File: src/rtl/spi_cmd_rx.sv
// SPI mode-0 command receiver: a write opcode byte (bit 7 set) carries a start address,
// and each following byte becomes a one-cycle register write at an auto-incrementing address.
module spi_cmd_rx #(
    parameter int ADDR_W      = 6,
    parameter int SYNC_STAGES = 2
) (
    input  logic              clk,
    input  logic              rst_n,
    input  logic              spi_sck,
    input  logic              spi_mosi,
    input  logic              spi_cs,
    output logic              wr_en,
    output logic [ADDR_W-1:0] wr_addr,
    output logic [7:0]        wr_data,
    output logic              int_out,
    output logic [1:0]        dbg_state
);

    typedef enum logic [1:0] {
        IDLE = 2'd0,
        CMD  = 2'd1,
        DATA = 2'd2,
        ERR  = 2'd3
    } state_t;

    logic [SYNC_STAGES-1:0] sck_sync_q;
    logic [SYNC_STAGES-1:0] mosi_sync_q;
    logic [SYNC_STAGES-1:0] cs_sync_q;
    logic                   sck_s;
    logic                   mosi_s;
    logic                   cs_s;

    always_ff @(posedge clk or negedge rst_n) begin
        if (!rst_n) begin
            sck_sync_q  <= '0;
            mosi_sync_q <= '0;
            cs_sync_q   <= '1;
        end else begin
            sck_sync_q  <= {sck_sync_q[SYNC_STAGES-2:0], spi_sck};
            mosi_sync_q <= {mosi_sync_q[SYNC_STAGES-2:0], spi_mosi};
            cs_sync_q   <= {cs_sync_q[SYNC_STAGES-2:0], spi_cs};
        end
    end

    assign sck_s  = sck_sync_q[SYNC_STAGES-1];
    assign mosi_s = mosi_sync_q[SYNC_STAGES-1];
    assign cs_s   = cs_sync_q[SYNC_STAGES-1];

    // Edges are held off until the synchronizers have flushed their reset values, so a CS pin
    // that is already low when reset releases is not mistaken for a new frame start.
    logic                 sck_hist_q;
    logic                 cs_hist_q;
    logic [SYNC_STAGES:0] flush_q;
    logic                 edges_ok;
    logic                 sck_rise_q;
    logic                 cs_rise_q;
    logic                 cs_fall_q;
    logic                 mosi_bit_q;

    assign edges_ok = flush_q[SYNC_STAGES];

    always_ff @(posedge clk or negedge rst_n) begin
        if (!rst_n) begin
            sck_hist_q <= 1'b0;
            cs_hist_q  <= 1'b1;
            flush_q    <= '0;
            sck_rise_q <= 1'b0;
            cs_rise_q  <= 1'b0;
            cs_fall_q  <= 1'b0;
            mosi_bit_q <= 1'b0;
        end else begin
            sck_hist_q <= sck_s;
            cs_hist_q  <= cs_s;
            flush_q    <= {flush_q[SYNC_STAGES-1:0], 1'b1};
            sck_rise_q <= edges_ok & sck_s & ~sck_hist_q & ~cs_s;
            cs_rise_q  <= edges_ok & cs_s & ~cs_hist_q;
            cs_fall_q  <= edges_ok & ~cs_s & cs_hist_q;
            mosi_bit_q <= mosi_s;
        end
    end

    state_t            state_q;
    logic [2:0]        bit_cnt_q;
    logic [6:0]        shift_q;
    logic [ADDR_W-1:0] addr_q;
    logic              wr_en_q;
    logic [ADDR_W-1:0] wr_addr_q;
    logic [7:0]        wr_data_q;
    logic              int_q;
    logic [7:0]        byte_d;

    assign byte_d = {shift_q, mosi_bit_q};

    always_ff @(posedge clk or negedge rst_n) begin
        if (!rst_n) begin
            state_q   <= IDLE;
            bit_cnt_q <= 3'd0;
            shift_q   <= 7'd0;
            addr_q    <= '0;
            wr_en_q   <= 1'b0;
            wr_addr_q <= '0;
            wr_data_q <= 8'd0;
            int_q     <= 1'b0;
        end else begin
            wr_en_q <= 1'b0;
            // CS release wins over a coincident SCK edge; a partial byte is dropped here.
            if (cs_rise_q) begin
                if (bit_cnt_q != 3'd0 || state_q == CMD || state_q == ERR) begin
                    int_q <= 1'b1;
                end
                state_q <= IDLE;
            end else if (cs_fall_q && state_q == IDLE) begin
                state_q   <= CMD;
                bit_cnt_q <= 3'd0;
                shift_q   <= 7'd0;
                int_q     <= 1'b0;
            end else if (sck_rise_q && (state_q == CMD || state_q == DATA)) begin
                shift_q   <= byte_d[6:0];
                bit_cnt_q <= bit_cnt_q + 3'd1;
                if (bit_cnt_q == 3'd7) begin
                    if (state_q == CMD) begin
                        if (byte_d[7]) begin
                            state_q <= DATA;
                            addr_q  <= byte_d[ADDR_W-1:0];
                        end else begin
                            state_q <= ERR;
                        end
                    end else begin
                        wr_en_q   <= 1'b1;
                        wr_addr_q <= addr_q;
                        wr_data_q <= byte_d;
                        addr_q    <= addr_q + 1'b1;
                    end
                end
            end
        end
    end

    assign wr_en     = wr_en_q;
    assign wr_addr   = wr_addr_q;
    assign wr_data   = wr_data_q;
    assign int_out   = int_q;
    assign dbg_state = state_q;

endmodule

File: config.mk
export PLATFORM = sky130hd
export DESIGN_NAME = spi_cmd_rx
export DESIGN_NICKNAME = d
export VERILOG_FILES = /design/src/rtl/spi_cmd_rx.sv
export SDC_FILE = /design/constraint.sdc
export NUM_CORES = 1
export LEC_CHECK = 0
export BUFFER_PORTS_ARGS = -buffer_cell sky130_fd_sc_hd__buf_4
export CORE_MARGIN = 4
export CORE_UTILIZATION = 45
export DETAILED_ROUTE_END_ITERATION = 16
export GPL_ROUTABILITY_DRIVEN = 0
export SLEW_MARGIN = 20
export SYNTH_ARGS = -nofsm -noshare
export SYNTH_HDL_FRONTEND = slang
export SYNTH_SLANG_ARGS = --single-unit
File: constraint.sdc
create_clock -name clk -period 4.3 [get_ports clk]
set_clock_uncertainty 0.2 [all_clocks]
set_input_delay 1.075 -clock clk [delete_from_list [all_inputs] [get_ports clk]]
set_output_delay 1.075 -clock clk [all_outputs]
set_load 0.01 [all_outputs]
Word level (Yosys, flattened, before mapping)
Index checks and enable logic that the tools add are counted.

operators by class
  $mul = 0
  shift-type cells = 0
  muxes and demuxes = 20
  divide/modulo/power cells = 0
  add/subtract/negate cells = 2
  reduce and logical (&&, ||, !) cells = 17
  bitwise logic cells = 13
  eq/ne operators = 6
  $lt $le $gt $ge = 0

operators with widths
  cell                   number
  $mux W7                2
  $mux W6                2
  $reduce_bool A3 Y1     4
  $mux W2                5
  $reduce_and A5 Y1      2
  $mux W1                9
  $and A1 B1 Y1          7
  $add A6 B1 Y6 const B  1
  $mux W3                2
  $not A1 Y1             6
  $eq A2 B2 Y1 const B   2
  $reduce_and A2 Y1      2
  $reduce_bool A2 Y1     2
  $add A3 B1 Y3 const B  1
  $eq A3 B3 Y1 const B   1
  $logic_or A1 B1 Y1     3
  $reduce_and A3 Y1      1
  $eq A2 B1 Y1 const B   1
  $logic_and A1 B1 Y1    2
  $logic_not A2 Y1       1
  $ne A2 B1 Y1 const B   1
  $ne A2 B2 Y1 const B   1

word-level totals
  output and inout bits = 18
  bits in registers = 49
  bits in read-only memories = 0
  bits in latches = 0
  input port bits = 5
  word-level logic and storage cells = 76
  memories = 0
  RAM bits = 0

Logic depth before layout (Yosys ltp)
  depth in word-level cells = 6
  gate-level depth with buffers = 7
  mapped depth without buffers = 6

Worst setup path after synthesis
OpenSTA, ideal clock, no wires.

  path kind = flip-flop to flip-flop
  from = register state_q[0], in the netlist dbg_state[0]
  to = register wr_addr_q[4], in the netlist wr_addr[4]
  library setup time = 0.125 ns
  path slack = 2.228 ns
  path buffers = 1
  clock period less this slack = 2.072 ns
  arrival = 1.746 ns
  cell stages (with the launch flop) = 7
  data required time = 3.975 ns
  path through = dfrtp_1 -> inv_1 -> ha_1 -> a21o_4 -> nor3_4 -> buf_8 -> mux2_4

on the way
  word-level cells in the longest chain between the ends = 4
  elaborated cells on any way between the ends = 9
  those cells by class = eq/ne (2); bitwise (2); reduce/logical (5)

ends and longest elaborated chain
  element                                                    RTL line  source
  start, declared                                            82        state_t state_q;
  start signal, assigned                                     96        state_q <= IDLE;
  start signal, assigned                                     111       state_q <= IDLE;
  start signal, assigned                                     113       state_q <= CMD;
  $eq A2 B1 Y1 (tied with other cells)                       117, 121
  $logic_or A1 B1 Y1 or $logic_and A1 B1 Y1 (tied branches)  117, 112
  $logic_and A1 B1 Y1 or $not A1 Y1 (tied branches)          -
  $reduce_and A5 Y1 (no line) *                              -
  end signal, assigned                                       130       wr_addr_q <= addr_q;
  end, declared                                              87        logic [ADDR_W-1:0] wr_addr_q;

Mark *: on every way between the ends. The rest lies on a longest branch, timed or not.
A chain may end at the register's enable or synchronous reset.

Final worst setup path
  from = register state_q[0], in the netlist dbg_state[0]
  to = register wr_addr_q[1], in the netlist wr_addr[1]

The elaborated chain is that of the path after synthesis.

==> qor.txt <==
CTS Buf Count - 5
Slew @ Worst Pin - 0.943 ns
#FFs+latches synth - 49
leading area contributor after synthesis - dfrtp_1
grt total ovfl - 0
Max-slew headroom - 36.9%
ys flop type - dfrtp_1
Area Growth Syn to Fin - 16.9%
Final TNS setup - 0 ns
R2R Setup Slk - 1.85 ns
Tmin final - 2.45 ns
initial antenna violation count - 0
port buffer count - 22
Synth Warn # - 0
Final Core Density - 56.1%
fmax - 0.407 GHz
met2 WL post-DR - 1650 um
WL met3 - 167 um
Gate Count Post-Synth - 148
RSZ-0062 raised after global routing - false
Max Slew Vio Count - 0
fin crit share - 57.1%
maxcap violations - 0
Leakage - 1.15 nW
Syn Std Cell Area - 1990 um^2
count leader, synth - dfrtp_1
R2R Path Start - dbg_state[0]
die area - 5550 um^2
Yosys top cell area share - 57.9%
Routed Antenna Nets - 0
Placement Setup Slack - 1.84 ns
Mapped Nets - 160
met1 WL - 1590 um
die height - 74.5 um
number of global-route vias before repair - 1,214
Post-synth EDFFs - 0
Initial Utilization - 48.0%
Worst-Skew Late Latency - 0.30 ns
H-tree depth - 2
CP max stage cell - nor3_4
DR vias/cell - 5.51
Vias - 1,235
# clock sinks - 49
row count - 23
CTS tree - built
post-CTS sizing - 0
worst-case reg-to-reg path depth - 3
sequential element share of the synthesized area - 61.9%
final count of hold timing violations - 0
top sig layer - met4
GRT Total Usage - 14.2%
Horiz. Die Dim - 74.5 um
fillers - 366
global-route wire length before repair - 5910 um
CTS Root Cell - clkbuf_8
initial DRC count - 99
Worst Setup Slack, final - 1.85 ns
Area contributors post-synth - dfrtp_1, mux2_4, ha_1
pwr dens - 416 nW/um^2
reg2reg end - wr_addr[1]
CP required - 4.29 ns
Worst Setup End Kind - flip-flop
Final Routed Wirelength - 3450 um
run status - complete, no violations
Hold Path Sink - mosi_bit_q
WS Path Type - reg -> reg
Setup-failing EPs final - 0
Avg Inst Size Synth - 13.4 um^2
final hold slack - 0.156 ns
Peak VDD IR - 224 uV
ant diodes - 0
largest net degree at the start of global routing - 50
CORE AREA - 4140 um^2
asr flop ratio synth - 100%
Hold Buf Count CTS - 0
CP Max Fanout - 17
share of layout cells above drive strength 1 - 30.5%
Clock Tree Buf Depth - 2
CP Cell Sequence - ha_1 -> nor3_4 -> mux2_2
hold path start - mosi_sync_q[1]
crit path DAT - 2.44 ns
DRT Pass-1 Iters - 4
Worst path max stage delay - 0.86 ns
Hold Path Depth - 0
Top Ports - 23
Nets - 185
CP startpoint kind - flip-flop
drt drc - 0
synth cell count leaders - dfrtp_1, nor2_1, a21oi_1, a22o_1
worst hold-check path type - reg -> reg
HPWL Detailed - 2360 um
Avg WL per Cell - 15.4 um
setup bufs post-CTS - 0
Reg clk slew, reported paths - 0.09 ns
Yosys cell types - 31
per-stage QoR:
step | total power, mW | std cells | area [um^2]
floorplan | 0.562 | 148 | 1990
global placement | 0.591 | 216 | 2190
detailed placement | 0.599 | 216 | 2190
CTS | 0.978 | 224 | 2320
global route | 1.02 | 224 | 2320
finish | 0.967 | 224 | 2320
worst max-delay path: cells and delay by family, from the launching register on:
family	cells	cell delay, ns
flip-flops	1	0.43
multiplexers	1	0.41
adder cells (fa/ha/maj)	1	0.43
AND/OR/NAND/NOR	1	0.86
cell usage in the layout, fill, tap and decap left out, drive strengths merged, types with 2 or more instances in the layout:
master,Yosys,layout
a211oi,4,4
a21o,2,2
a21oi,9,9
a221oi,2,2
a22o,9,9
and3,3,3
buf,1,22
bufinv,0,2
clkbuf,3,5
dfrtp,46,46
dfstp,3,3
ha,7,7
inv,6,6
mux2,14,14
nand2,4,4
nand3,2,2
nand4,4,4
nor2,11,11
o22ai,5,5
or2,3,3
layout make-up:
cell class / instances / area [um^2] / area share, %
clock inverters: 3 / 65.1 / 2.80
inverters: 6 / 22.5 / 0.969
clock buffers: 5 / 68.8 / 2.96
flip-flops and latches: 49 / 1230 / 52.9
repair buffers: 22 / 165 / 7.11
multi-input cells: 89 / 709 / 30.5
well taps: 50 / 62.6 / 2.69
state kept, by name, summed over array words and instances, names as in the netlist, 2 cells and up:
signal,count
cs_sync_q,2
wr_data,8
addr_q,6
flush_q,3
wr_addr,6
sck_sync_q,2
mosi_sync_q,2
bit_cnt_q,3
shift_q,7
dbg_state,2
power by group:
| part | internal, mW | switching [mW] | leakage, nW |
|---|---|---|---|
| clock network | 0.231 | 0.148 | 0.0681 |
| registers | 0.483 | 0.0162 | 0.646 |
| logic | 0.0375 | 0.0519 | 0.434 |
how the worst max path moves through the flow:
stage,startpoint,to,depth (start not counted),slack (ns)
after detailed placement,dbg_state[0],wr_data[4],5,1.84
after global placement,dbg_state[0],wr_data[4],5,1.92
after global routing,dbg_state[0],wr_addr[0],5,1.69
final,dbg_state[0],wr_addr[1],3,1.85
after floorplan,dbg_state[0],wr_addr[4],6,2.23
after CTS,dbg_state[0],wr_data[5],5,1.83
routing by layer:
layer	global-route usage, %	vias up
met5	0	-
met4	6.32	0
met3	4.05	5
met2	21.1	23
met1	19.4	619
li1	-	588
logic make-up (layout without fill, tap and decap cells):
group	Yosys count	after routing	synth area share (%)
compound gates	34	34	12.5
flops	49	49	61.9
other cells	1	1	0.189
buf+inv	10	36	2.45
fa+ha+maj	7	7	4.41
simple gates	33	33	9.38
mux	14	14	9.25
Power figures use the tool's default switching activity.
